===== src/rtl/text_mode_pkg.sv =====
// Shared constants and types for the text-mode pixel fetch pipeline.
//   - Screen geometry (columns, rows, glyph cell size)
//   - VRAM word field positions (character code / attribute)
//   - Pipeline latency and the sideband bundle carried alongside the fetches
package text_mode_pkg;

   localparam int COLS      = 80;
   localparam int ROWS      = 30;
   localparam int CHAR_W    = 8;
   localparam int CHAR_H    = 16;
   localparam int BLINK_BIT = 4;
   localparam int ADDR_W    = 12;
   localparam int PIPE_LAT  = 4;

   localparam int XSUB_W = $clog2(CHAR_W);
   localparam int GROW_W = $clog2(CHAR_H);

   localparam int CHAR_LSB = 0;
   localparam int CHAR_MSB = 7;
   localparam int ATTR_LSB = 8;
   localparam int ATTR_MSB = 15;

   // Per-pixel information that travels next to the VRAM/font fetches.
   typedef struct packed {
      logic              de;
      logic [XSUB_W-1:0] xsub;
      logic              hit;
   } sideband_t;

   // Cursor is shown while the selected frame-counter bit is low, so the
   // first frames after reset have the cursor visible.
   function automatic logic cursor_phase_on(input logic [7:0] frame_cnt);
      return ~frame_cnt[BLINK_BIT];
   endfunction

endpackage


===== src/rtl/sync_delay.sv =====
// Fixed-depth shift register with asynchronous active-low reset.
// Ports:
//   clk   - clock
//   rst_n - async active-low reset, clears every stage
//   i_d   - WIDTH-bit input
//   o_q   - i_d delayed by DEPTH clocks
module sync_delay #(
   parameter int WIDTH = 1,
   parameter int DEPTH = 1
) (
   input  logic             clk,
   input  logic             rst_n,
   input  logic [WIDTH-1:0] i_d,
   output logic [WIDTH-1:0] o_q
);

   logic [WIDTH-1:0] r_sr [DEPTH];

   always_ff @(posedge clk or negedge rst_n) begin
      if (!rst_n) begin
         for (int i = 0; i < DEPTH; i++) r_sr[i] <= '0;
      end else begin
         r_sr[0] <= i_d;
         for (int i = 1; i < DEPTH; i++) r_sr[i] <= r_sr[i-1];
      end
   end

   assign o_q = r_sr[DEPTH-1];

endmodule


===== src/rtl/text_pixel_sequencer.sv =====
// Text-mode fetch pipeline: beam position -> VRAM cell -> font row -> pixel.
// Overlays a blinking two-line underline cursor and delays the syncs so they
// stay aligned with the pixel stream (4 clocks end to end).
// Ports:
//   clk, rst_n                    - pixel clock, async active-low reset
//   x_in, y_in, de_in             - beam position and display enable
//   hsync_in, vsync_in            - syncs (active-high)
//   vram_addr / vram_data         - cell fetch, data valid 1 clk after address
//   font_addr / font_data         - glyph row fetch, data valid 1 clk after address
//   cursor_x, cursor_y, cursor_en - cursor position (cells) and enable
//   pixel_o, colr_val_o           - foreground select and attribute to color_pixel
//   de_o, hsync_o, vsync_o        - delayed de/syncs
module text_pixel_sequencer
   import text_mode_pkg::*;
(
   input  logic              clk,
   input  logic              rst_n,
   input  logic [9:0]        x_in,
   input  logic [9:0]        y_in,
   input  logic              de_in,
   input  logic              hsync_in,
   input  logic              vsync_in,
   output logic [ADDR_W-1:0] vram_addr,
   input  logic [15:0]       vram_data,
   output logic [11:0]       font_addr,
   input  logic [7:0]        font_data,
   input  logic [6:0]        cursor_x,
   input  logic [4:0]        cursor_y,
   input  logic              cursor_en,
   output logic              pixel_o,
   output logic [7:0]        colr_val_o,
   output logic              de_o,
   output logic              hsync_o,
   output logic              vsync_o
);

   localparam int COL_W = 10 - XSUB_W;
   localparam int ROW_W = 10 - GROW_W;

   logic [COL_W-1:0]  w_col;
   logic [ROW_W-1:0]  w_row;
   logic [GROW_W-1:0] w_glyph_row;
   logic [12:0]       w_addr_full;
   logic              w_cursor_in_range;
   logic              w_hit;
   sideband_t         w_sb_in;
   sideband_t         w_sb_e3;
   logic [2:0]        w_sync_e4;

   logic [7:0]        r_frame_cnt;
   logic              r_vs_prev;
   logic              r_de_e1;
   logic [GROW_W-1:0] r_glyph_row_e1;
   logic [ADDR_W-1:0] r_vram_addr;
   logic [11:0]       r_font_addr;
   logic [7:0]        r_attr_e2;
   logic [7:0]        r_attr_e3;
   logic [7:0]        r_font_e3;
   logic              r_pixel;
   logic [7:0]        r_colr;

   assign w_col       = x_in[9:XSUB_W];
   assign w_row       = y_in[9:GROW_W];
   assign w_glyph_row = y_in[GROW_W-1:0];

   // Beam positions beyond the text area overflow ADDR_W; they are outside the
   // visible window so the wrapped address is harmless.
   assign w_addr_full = 13'(w_row) * 13'(COLS) + 13'(w_col);

   // An out-of-range cursor position can still equal a blanking-area cell, so
   // it is excluded explicitly.
   assign w_cursor_in_range = (cursor_x < 7'(COLS)) && (cursor_y < 5'(ROWS));

   assign w_hit = cursor_en && w_cursor_in_range
               && (w_col == cursor_x) && (w_row == {1'b0, cursor_y})
               && cursor_phase_on(r_frame_cnt)
               && (w_glyph_row >= GROW_W'(CHAR_H - 2));

   assign w_sb_in = '{de: de_in, xsub: x_in[XSUB_W-1:0], hit: w_hit};

   sync_delay #(.WIDTH($bits(sideband_t)), .DEPTH(PIPE_LAT - 1)) u_sb_dly (
      .clk   (clk),
      .rst_n (rst_n),
      .i_d   (w_sb_in),
      .o_q   (w_sb_e3)
   );

   sync_delay #(.WIDTH(3), .DEPTH(PIPE_LAT)) u_sync_dly (
      .clk   (clk),
      .rst_n (rst_n),
      .i_d   ({de_in, hsync_in, vsync_in}),
      .o_q   (w_sync_e4)
   );

   always_ff @(posedge clk or negedge rst_n) begin
      if (!rst_n) begin
         r_frame_cnt    <= 8'd0;
         r_vs_prev      <= 1'b0;
         r_de_e1        <= 1'b0;
         r_glyph_row_e1 <= '0;
         r_vram_addr    <= '0;
         r_font_addr    <= '0;
         r_attr_e2      <= 8'd0;
         r_attr_e3      <= 8'd0;
         r_font_e3      <= 8'd0;
         r_pixel        <= 1'b0;
         r_colr         <= 8'd0;
      end else begin
         r_vs_prev <= vsync_in;
         if (vsync_in && !r_vs_prev) r_frame_cnt <= r_frame_cnt + 8'd1;

         // E1: cell address
         r_de_e1        <= de_in;
         r_glyph_row_e1 <= w_glyph_row;
         if (de_in) r_vram_addr <= w_addr_full[ADDR_W-1:0];

         // E2: cell word arrives; font address is gated by the de that produced it
         if (r_de_e1) r_font_addr <= {vram_data[CHAR_MSB:CHAR_LSB], r_glyph_row_e1};
         r_attr_e2 <= vram_data[ATTR_MSB:ATTR_LSB];

         // E3: glyph row arrives
         r_attr_e3 <= r_attr_e2;
         r_font_e3 <= font_data;

         // E4: bit select, cursor overlay, blanking
         r_pixel <= w_sb_e3.de && (r_font_e3[3'd7 - w_sb_e3.xsub] || w_sb_e3.hit);
         r_colr  <= w_sb_e3.de ? r_attr_e3 : 8'h00;
      end
   end

   assign vram_addr  = r_vram_addr;
   assign font_addr  = r_font_addr;
   assign pixel_o    = r_pixel;
   assign colr_val_o = r_colr;
   assign de_o       = w_sync_e4[2];
   assign hsync_o    = w_sync_e4[1];
   assign vsync_o    = w_sync_e4[0];

endmodule


===== config.mk =====
export PLATFORM = sky130hd
export DESIGN_NAME = text_pixel_sequencer
export DESIGN_NICKNAME = d
export VERILOG_FILES = /design/src/rtl/text_mode_pkg.sv /design/src/rtl/sync_delay.sv /design/src/rtl/text_pixel_sequencer.sv
export SDC_FILE = /design/constraint.sdc
export NUM_CORES = 1
export LEC_CHECK = 0
export CORE_ASPECT_RATIO = 2
export CORE_MARGIN = 3
export CORE_UTILIZATION = 40
export DETAILED_ROUTE_END_ITERATION = 16
export PLACE_DENSITY = 0.8
export SYNTH_ARGS = -nofsm -noshare
export SYNTH_HDL_FRONTEND = slang
export SYNTH_SLANG_ARGS = --single-unit

===== constraint.sdc =====
create_clock -name clk -period 2.1 [get_ports clk]
set_clock_uncertainty 0.2 [all_clocks]
set_input_delay 0.42 -clock clk [delete_from_list [all_inputs] [get_ports clk]]
set_output_delay 0.42 -clock clk [all_outputs]
set_load 0.02 [all_outputs]

==> summary.txt, run 1 <==
Outcome
  • Status: completed

Floorplanning
  • Row count: 46
  • Die height: roughly 130 um
  • I/O Pins: 98
  • Die footprint: slightly above 9000 um^2
  • Die width: 69.9 um
  • Core area: between 7000 and 8000 um^2
  • Initial core utilization: ~41%

Setup path
  • Crit-path max cell delay: 0.54 ns
  • Critical Path RT: about 2.1 ns
  • CP max-delay cell: fa_2
  • Cell mode on critical path: ha_4
  • Critical Path Fanout Max: 2
  • Critical Path, Cell by Cell: buf_8 -> ha_4 -> ha_4 -> fa_2 -> nand2_2 -> nor2_4 -> nor4b_4 -> xnor2_1 -> a21oi_1
  • Startpoint types: input port
  • Setup crit end kind: flip-flop
  • Critical path buffer and inverter count: 1
  • Critical path's top delay family: adder cells
  • Signal arrival time at the worst endpoint: 2.09 ns
  • CP Class: in -> reg

Yosys
  • Sequential share of the synthesized area: roughly 69%
  • Distinct cell type count after synthesis: 28
  • Synthesized Nets: between 200 and 300
  • Commonest cells post-synth: dfrtp_1, mux2_2, xnor2_1
  • Synthesized area per cell: approximately 16 um^2
  • Asr flop ratio synth: between 90% and 100%
  • Syn Std Cell Area: 3270 um^2
  • Ys Warns: 0
  • Gate Count Post-Synth: around 210
  • Post-synth EDFFs: 0
  • Yosys top cell by area: dfrtp_1
  • #FFs+latches synth: 90
  • Primary FF master, synth: dfrtp_1
  • Top-count cell post-synth: dfrtp_1
  • Largest cells by area after synthesis: dfrtp_1, mux2_2, ha_1
  • Synth top area share: a little under 70%

GRT
  • Vias in the first global route: roughly 2,300
  • First-pass GRT wire length: ~11,000 um
  • Global route total overflow: 0
  • Antenna violations before repair: 0
  • Global Route Usage Sum: 15.2%
  • Largest net degree at the start of global routing: between 40 and 50

Power
  • Int Power: between 3000 and 4000 uW
  • Gate power share: between 10% and 20%
  • Seq pwr share: 46.4%
  • Switching Share: between 20 and 30%
  • VDD IR max: about 0.48 mV
  • Power share of the clock group: about a third
  • Pwr Density: about 880 nW/um^2
  • Leakage: around 0.0021 uW
  • Psw: 1100 uW

CTS
  • Clock tree buffer depth: 2
  • CTS sink count: 90
  • Clock Tree Root: clkbuf_16
  • Clk pin slew, worst setup/hold paths: about 0.06 ns
  • Worst-Skew Late Latency: approximately 0.33 ns
  • Num CTS Buffers: 9
  • Htree depth: 3
  • TritonCTS clock tree: yes

STA
  • Unrepaired setup endpoints after global routing: yes
  • Setup tns final: 0 ns
  • Setup violators final: 0
  • Worst hold margin: approximately 0.15 ns
  • Slew headroom: about 63%
  • Period minus WS final: just over 2 ns
  • Least-Margin Pin Slew: around 0.55 ns
  • Final Max Tran Viols: 0
  • Max Clock Freq: around 0.48 GHz
  • Final period utilization: ~99%
  • Final Hold Fails: 0

Route
  • Residual DRC count: 0
  • Routed WL: about 6700 um
  • Starting DRT DRC Count: about 110
  • Post-route ant nets: 0
  • Routed vias: roughly 2,100
  • Post-DR wirelength/cell: about 15 um
  • DRT Pass-1 Iters: 4
  • Via/cell ratio: 4.73

Placed design
  • Dpl hpwl: just over 5000 um
  • Port bufs: between 90 and 100
  • RePlAce Congestion: approximately 0.79
  • Placed inst area: roughly 4600 um^2

Finish
  • Ant diodes: 0
  • Post-layout util: 61.9%
  • Fillers: between 600 and 700
  • Synth-to-layout area growth: 50.5%
  • Share of cells above drive strength 1: roughly 24%
  • Final Cell Area: ~4900 um^2
  • # nets final: between 400 and 500

Worst hold path
  • Type of the tightest min-delay check: reg -> reg

Run
  • Max Cap Viol: 0
[worst reg2reg max path, stage by stage, from the launching register on]
cell	delay, ns
dfrtp_1	0.37
mux4_1	0.56
mux2_2	0.29
o21a_1	0.16
[through the flow]
step / power, uW / setup WS (ns) / std cells
after CTS: 4390 / 0.0181 / 436
after global routing: 4550 / -0.0202 / 436
final: 4330 / 0.0236 / 436
after global placement: 2840 / -0.740 / 418
after detailed placement: 2870 / -0.831 / 418
after floorplan: 2410 / -0.135 / 207
[worst paths after layout]
path,from,end,cells after the start,slack [ns]
max reg2reg,u_sb_dly.o_q[1]$_DFF_PN0_,pixel_o$_DFF_PN0_,3,0.42
max in group asynchronous,rst_n,colr_val_o[2]$_DFF_PN0_,3,0.80
min,u_sb_dly.r_sr[6]$_DFF_PN0_,u_sb_dly.o_q[1]$_DFF_PN0_,0,0.15
min in group asynchronous,rst_n,font_addr[6]$_DFFE_PN0P_,2,0.35
min reg2reg,u_sb_dly.r_sr[6]$_DFF_PN0_,u_sb_dly.o_q[1]$_DFF_PN0_,0,0.15
max,y_in[5],vram_addr[11]$_DFFE_PN0P_,9,0.02
[cells by family after synthesis]
| group | share of synthesized area [%] |
|---|---|
| compound gates | 2.91 |
| xor+xnor | 5.90 |
| fa+ha+maj | 5.82 |
| buf+inv | 1.07 |
| flops | 68.9 |
| mux | 9.50 |
| simple gates | 5.86 |
[per-layer routing]
layer / vias to the layer above / part of all wire [%] / track usage [%]
met3: 5 / 4.9 / 3.75
met1: 1013 / 35 / 15.5
met5: - / 0 / 0
li1: 962 / - / -
met2: 83 / 59 / 28.5
met4: 0 / 1.6 / 7.04
[power groups by stage]
| stage | Sequential [uW] | Combinational (uW) | Clock (uW) |
|---|---|---|---|
| 4_1_cts | 2020 | 855 | 1520 |
| 3_3_place_gp | 2030 | 805 | 0 |
| 2_1_floorplan | 2120 | 282 | 0 |
| 3_5_place_dp | 2050 | 829 | 0 |
| 6_report | 2010 | 858 | 1460 |
| 5_1_grt | 2030 | 929 | 1590 |
[cell type report]
type	count	area, um^2	share of cell area [%]
flip-flops and latches	90	2250	45.8
repair buffers	120	1160	23.6
multi-input cells	108	1080	22.0
well taps	96	120	2.44
clock buffers	10	239	4.86
inverters	6	22.5	0.458
clock inverters	6	40.0	0.814
[layout by cell type, fill, tap and decap left out, types with 2 or more instances in the layout]
cell | netlist | routed
a21o_1 | 2 | 2
a21oi_1 | 9 | 8
a21oi_2 | 1 | 2
and2_1 | 8 | 8
buf_12 | 0 | 2
buf_2 | 1 | 2
buf_4 | 0 | 21
clkbuf_16 | 0 | 9
clkdlybuf4s50_1 | 0 | 90
clkinv_2 | 0 | 3
dfrtp_1 | 90 | 90
fa_2 | 0 | 2
ha_1 | 12 | 6
ha_4 | 0 | 6
inv_1 | 6 | 6
mux2_2 | 22 | 22
mux4_1 | 2 | 2
nand2_1 | 3 | 2
nand3_1 | 2 | 2
nand4_1 | 5 | 5
nor2_1 | 6 | 5
nor4_1 | 2 | 2
o21ai_0 | 2 | 2
xnor2_1 | 16 | 15
xor2_1 | 6 | 6
[state kept, by name, indices dropped and copies added (netlist names), 6 cells and up]
| register | flops |
|---|---|
| r_font_e3 | 8 |
| colr_val_o | 8 |
| r_attr_e3 | 8 |
| font_addr | 12 |
| u_sync_dly.r_sr | 6 |
| r_attr_e2 | 8 |
| u_sb_dly.r_sr | 9 |
| vram_addr | 12 |
[repair_timing]
| action | in CTS | in global routing |
|---|---|---|
| pin swaps | 6 | 1 |
| cloned | 0 | 0 |
| setup buffers | 1 | 0 |
| hold buffers | 1 | 0 |
| resized for setup | 26 | 12 |
| endpoints found under the hold margin | 26 | 0 |
| setup endpoints to repair | 6 | 5 |
(Power assumes the default switching activity.)
==> run 2, diff against run 1 <==
- CORE_UTILIZATION: 40 -> 46
- PLACE_DENSITY: 0.8 -> 0.88
==> run 2 against run 1 <==
Compared with the run above: clock power grew 6%; sequential share of layout area shrank 0.10 points; global-route usage grew 4.0 points; largest cell class unchanged.
==> summary.txt, run 2 (same netlist as run 1, synthesis figures left out) <==
Floorplanning
  • I/O Pins: 98 (unchanged)
  • Row count: 42 (was 46)
  • Die width: 65.6 um (was 69.9 um)
  • Initial core utilization: 48.2% (was 41.1%)
  • Die footprint: 8210 um^2 (was 9350 um^2)
  • Die height: 125 um (was 134 um)
  • Core area: 6780 um^2 (was 7940 um^2)

Finish
  • Most frequent cells in the layout: dfrtp_1, clkdlybuf4s50_1, mux2_2, buf_4, xnor2_1 (unchanged)
  • Post-layout util: 72.7% (was 61.9%)
  • Synth-to-layout area growth: 50.8% (was 50.5%)
  • Layout Cells excl Fill: 428 (was 436)
  • Commonest non-fill, non-tap cell in the layout: dfrtp_1
  • Multi-input logic area: 1100 um^2 (was 1080 um^2)
  • Share of cells above drive strength 1: 24.4% (was 24.1%)
  • # nets final: 411 (unchanged)
  • Ant diodes: 0 (unchanged)
  • FF+latch area: 2250 um^2 (unchanged)
  • Fillers: 416 (was 644)

GRT
  • First-pass GRT wire length: 11,700 um (was 10,900 um)
  • Global route total overflow: 0 (unchanged)
  • Largest net degree at the start of global routing: 35 (was 49)
  • Antenna violations before repair: 0 (unchanged)
  • Global Route Usage Sum: 19.3% (was 15.2%)
  • Vias in the first global route: 2,411 (was 2,291)

Route
  • Post-DR wirelength/cell: 17.0 um (was 15.3 um)
  • Starting DRT DRC Count: 68 (was 112)
  • Residual DRC count: 0 (unchanged)
  • Routed WL: 7280 um (was 6690 um)
  • Via/cell ratio: 4.93 (was 4.73)
  • Post-route ant nets: 0 (unchanged)
  • DRT Pass-1 Iters: 4 (unchanged)
  • Routed vias: 2,109 (was 2,063)

STA
  • Max Clock Freq: 0.480 GHz (was 0.482 GHz)
  • Least-Margin Pin Slew: 0.581 ns (was 0.554 ns)
  • Setup tns final: 0 ns (unchanged)
  • Period minus WS final: 2.08 ns (about the same)
  • Final Hold Fails: 0 (unchanged)
  • Setup violators final: 0 (unchanged)
  • Final period utilization: 99.2% (was 98.9%)
  • Final Max Tran Viols: 0 (unchanged)
  • Slew headroom: 61.3% (was 63.1%)
  • Unrepaired setup endpoints after global routing: yes (unchanged)

Setup path
  • Critical Path RT: 2.10 ns (was 2.11 ns)
  • Signal arrival time at the worst endpoint: 2.09 ns (about the same)
  • CP Class: in -> reg (unchanged)
  • Setup crit end kind: flip-flop (unchanged)
  • Critical Path Fanout Max: 2 (unchanged)
  • Startpoint types: input port (unchanged)

Placed design
  • Cells after DPL: 410 (was 418)
  • Dpl hpwl: 5240 um (was 5110 um)
  • RePlAce Congestion: 0.770 (was 0.794)
  • Port bufs: 97 (unchanged)

CTS
  • Num CTS Buffers: 9 (unchanged)
  • TritonCTS clock tree: yes (unchanged)
  • Htree depth: 3 (unchanged)
  • Clk pin slew, worst setup/hold paths: 0.06 ns (about the same)
  • CTS sink count: 90 (unchanged)
  • Clock Tree Root: clkbuf_16 (unchanged)
  • Clock tree buffer depth: 2 (unchanged)
  • Worst-Skew Late Latency: 0.32 ns (was 0.33 ns)

Run
  • Max Cap Viol: 0 (unchanged)

Power
  • VDD IR max: 0.427 mV (was 0.475 mV)
  • Pwr Density: 902 nW/um^2 (was 881 nW/um^2)
  • Leakage: 0.00214 uW (was 0.00212 uW)

Worst hold path
  • Type of the tightest min-delay check: reg -> reg (unchanged)

Outcome
  • Status: completed (unchanged)
==> run 2: where the power goes <==
group          internal, uW  leakage [uW]  switching, uW
Clock                   949      0.000149            599
Combinational           492      0.000920            381
Sequential             1910       0.00107            109
Total                  3350       0.00214           1090
==> run 2: layer usage <==
| metal | GRT usage, % | routed length [um] | up-vias |
|---|---|---|---|
| li1 | - | - | 964 |
| met1 | 19.4 | 2520 | 1057 |
| met2 | 36.4 | 4280 | 72 |
| met3 | 3.41 | 286 | 16 |
| met4 | 9.17 | 197 | 0 |
| met5 | 0 | 0 | - |
==> run 2: repair_timing <==
item                       4_1_cts  5_1_grt
buffers inserted                 0        1
hold endpoints to repair        31        0
cloned                           0        0
gates resized for setup         30       12
hold buffers                     1        0
pin swaps                        7       10
setup endpoints to repair        6        4
==> run 2: path summary, 6_finish.rpt <==
check	from	endpoint	slack (ns)	cells past startpoint
setup / recovery	y_in[7]	vram_addr[11]$_DFFE_PN0P_	0.02	9
hold / removal	r_attr_e2[7]$_DFF_PN0_	r_attr_e3[7]$_DFF_PN0_	0.15	0
setup reg to reg	u_sb_dly.o_q[1]$_DFF_PN0_	pixel_o$_DFF_PN0_	0.41	3
hold reg to reg	r_attr_e2[7]$_DFF_PN0_	r_attr_e3[7]$_DFF_PN0_	0.15	0
max in group asynchronous	rst_n	vram_addr[11]$_DFFE_PN0P_	0.80	3
min in group asynchronous	rst_n	r_attr_e3[0]$_DFF_PN0_	0.38	2
==> run 2: stage by stage <==
step | area (um^2) | total power, uW | hold WS, ns | setup slack [ns]
2_1_floorplan | 3290 | 2410 | -0.0756 | -0.135
3_3_place_gp | 4530 | 2840 | 0.132 | -0.707
3_5_place_dp | 4530 | 2880 | 0.135 | -0.788
4_1_cts | 4890 | 4480 | 0.147 | 0.0111
5_1_grt | 4930 | 4650 | 0.148 | -0.0570
6_report | 4930 | 4440 | 0.145 | 0.0168
==> run 2: final cells by class <==
cell class	instances	share of cell area [%]
Timing Repair Buffer	120	23.3
Multi-Input combinational cell	108	22.3
Sequential cell	90	45.7
Tap cell	88	2.23
Inverter	6	0.457
Clock inverter	5	1.09
Clock buffer	11	4.93
==> run 2: critical path: stages <==
cell and delay [ns]:
buf_8 0.10, ha_4 0.23, ha_4 0.16, fa_2 0.55, nand2_2 0.08, nor2_4 0.11
nor4b_4 0.21, xnor2_1 0.14, a21oi_1 0.08
==> run 3, diff against run 2 <==
- SETUP_SLACK_MARGIN: unset -> 0.02
- SKIP_LAST_GASP: unset -> 1
==> run 3 against run 2 <==
Compared with the run above: sequential share of layout area increased by 0.19 points; clock power barely moved; largest cell class unchanged; count of clock-buffer cells in the layout unchanged; critical endpoint unchanged; total power shrank 0.13%; combinational power fell by 0.6%.
==> summary.txt, run 3 (same netlist as run 1, synthesis figures left out) <==
Setup path
  • Crit-path max cell delay: 0.53 ns (was 0.55 ns)
  • Critical Path Fanout Max: 3 (was 2)
  • CP Class: in -> reg (unchanged)
  • Startpoint types: input port (unchanged)
  • Reg-to-Reg Start: u_sb_dly.o_q[1]$_DFF_PN0_ (unchanged)
  • Setup crit end kind: flip-flop (unchanged)
  • CP max-delay cell: fa_2 (unchanged)
  • Critical Path RT: 2.10 ns (about the same)
  • Setup crit start: y_in[7] (unchanged)
  • Critical path's top delay family: adder cells (unchanged)
  • Critical path buffer and inverter count: 1 (unchanged)
  • Critical Path, Cell by Cell: clkbuf_4 -> ha_4 -> ha_4 -> fa_2 -> nand2_2 -> nor2_4 -> nor4b_4 -> xnor2_1 -> a21oi_1 (was buf_8 -> ha_4 -> ha_4 -> fa_2 -> nand2_2 -> nor2_4 -> nor4b_4 -> xnor2_1 -> a21oi_1)
  • R2R Setup Slk: 0.41 ns (about the same)
  • Cell mode on critical path: ha_4 (unchanged)
  • Signal arrival time at the worst endpoint: 2.07 ns (was 2.09 ns)

CTS
  • Clk pin slew, worst setup/hold paths: 0.06 ns (about the same)
  • Num CTS Buffers: 9 (unchanged)
  • TritonCTS clock tree: yes (unchanged)
  • Clock tree buffer depth: 2 (unchanged)
  • Clock Tree Root: clkbuf_16 (unchanged)
  • Worst-Skew Late Latency: 0.32 ns (about the same)
  • CTS sink count: 90 (unchanged)
  • Htree depth: 3 (unchanged)

Floorplanning
  • Initial core utilization: 48.2% (unchanged)
  • Die width: 65.6 um (unchanged)
  • Row count: 42 (unchanged)
  • Die footprint: 8210 um^2 (unchanged)
  • I/O Pins: 98 (unchanged)
  • Core area: 6780 um^2 (unchanged)
  • Die height: 125 um (unchanged)

Finish
  • Ant diodes: 0 (unchanged)
  • Synth-to-layout area growth: 50.2% (was 50.8%)
  • FF+latch area: 2250 um^2 (unchanged)
  • # nets final: 410 (was 411)
  • Multi-input logic area: 1100 um^2 (unchanged)
  • Post-layout util: 72.4% (was 72.7%)
  • Fillers: 422 (was 416)
  • Share of cells above drive strength 1: 23.9% (was 24.4%)
  • Commonest non-fill, non-tap cell in the layout: dfrtp_1 (unchanged)
  • Most frequent cells in the layout: dfrtp_1, clkdlybuf4s50_1, mux2_2, buf_4, xnor2_1 (unchanged)

Power
  • VDD IR max: 0.427 mV (about the same)
  • Psw: 1090 uW (about the same)
  • Gate power share: 19.6% (was 19.7%)
  • Int Power: 3350 uW (about the same)
  • Leakage: 0.00212 uW (was 0.00214 uW)
  • Seq pwr share: 45.5% (about the same)
  • Power Total: 4440 uW (about the same)
  • Pwr Density: 904 nW/um^2 (was 902 nW/um^2)
  • Power share of the clock group: 34.9% (about the same)
  • Switching Share: 24.5% (about the same)

Placed design
  • Dpl hpwl: 5240 um (unchanged)
  • Port bufs: 97 (unchanged)
  • Pre-CTS setup slack: -0.788 ns (unchanged)
  • RePlAce Congestion: 0.770 (unchanged)

Worst hold path
  • Type of the tightest min-delay check: reg -> reg (unchanged)
  • Hold Crit Start: r_attr_e2[7]$_DFF_PN0_ (unchanged)

STA
  • Least-Margin Pin Slew: 0.581 ns (about the same)
  • Setup violators final: 0 (unchanged)
  • Unrepaired setup endpoints after global routing: yes (unchanged)
  • Final period utilization: 98.6% (was 99.2%)
  • Max Clock Freq: 0.483 GHz (was 0.480 GHz)
  • Final worst slack: 0.0287 ns (was 0.0168 ns)
  • Setup tns final: 0 ns (unchanged)
  • Period minus WS final: 2.07 ns (was 2.08 ns)
  • Final Max Tran Viols: 0 (unchanged)
  • Final Hold Fails: 0 (unchanged)
  • Slew headroom: 61.3% (about the same)

GRT
  • Vias in the first global route: 2,411 (unchanged)
  • Largest net degree at the start of global routing: 35 (unchanged)
  • First-pass GRT wire length: 11,700 um (about the same)
  • Antenna violations before repair: 0 (unchanged)
  • Global route total overflow: 0 (unchanged)
  • Global Route Usage Sum: 19.4% (was 19.3%)

Route
  • DRT Pass-1 Iters: 4 (unchanged)
  • Residual DRC count: 0 (unchanged)
  • Routed WL: 7250 um (was 7280 um)
  • Post-DR wirelength/cell: 17.0 um (about the same)
  • Routed vias: 2,114 (was 2,109)
  • Starting DRT DRC Count: 79 (was 68)
  • Post-route ant nets: 0 (unchanged)
  • Via/cell ratio: 4.95 (was 4.93)

Outcome
  • Status: completed (unchanged)

Run
  • Max Cap Viol: 0 (unchanged)
run 3: cell types whose count changed in the layout (fill, tap and decap cells not counted), sizes merged:
cell,previous run,this run
dlygate4sd2,1,2
clkdlybuf4s15,0,1
dlymetal6s2s,1,0
buf,27,25
run 3: power by group through the flow:
| stage | combinational (uW) | sequential, uW | clock (uW) |
|---|---|---|---|
| floorplan | 282 | 2120 | 0 |
| global placement | 802 | 2040 | 0 |
| detailed placement | 828 | 2050 | 0 |
| CTS | 865 | 2020 | 1580 |
| global route | 932 | 2040 | 1670 |
| finish | 868 | 2020 | 1550 |
run 3: routing by layer:
layer / GRT usage, % / wire length (um) / up-vias
met1: 19.5 / 2520 / 1061
met3: 3.41 / 279 / 18
li1: - / - / 963
met5: 0 / 0 / -
met2: 36.6 / 4240 / 72
met4: 9.17 / 221 / 0
run 3: worst paths after layout:
kind	end	cells past startpoint
min	r_attr_e3[7]$_DFF_PN0_	0
max in group asynchronous	vram_addr[11]$_DFFE_PN0P_	3
min in group asynchronous	r_attr_e3[0]$_DFF_PN0_	2
min reg2reg	r_attr_e3[7]$_DFF_PN0_	0
max reg2reg	pixel_o$_DFF_PN0_	3
max	vram_addr[11]$_DFFE_PN0P_	9
run 3: timing repair:
item / CTS / global route
hold buffers: 1 / 0
endpoints found under the hold margin: 31 / 0
buffers inserted: 0 / 0
gates resized for setup: 32 / 4
endpoints found under the setup margin: 6 / 3
pin swaps: 8 / 3
run 3: stage by stage:
stage | hold slack [ns] | instances | area (um^2)
finish | 0.145 | 427 | 4910
floorplan | -0.0756 | 207 | 3290
global placement | 0.132 | 410 | 4530
CTS | 0.147 | 427 | 4880
detailed placement | 0.135 | 410 | 4530
global route | 0.148 | 427 | 4910
run 3: area by class of cell:
type                    instances  area share (%)
inverters                       6           0.459
clock buffers                  11            4.95
clock inverters                 5            1.10
multi-input cells             108            22.4
well taps                      88            2.24
repair buffers                119            23.0
flip-flops and latches         90            45.9
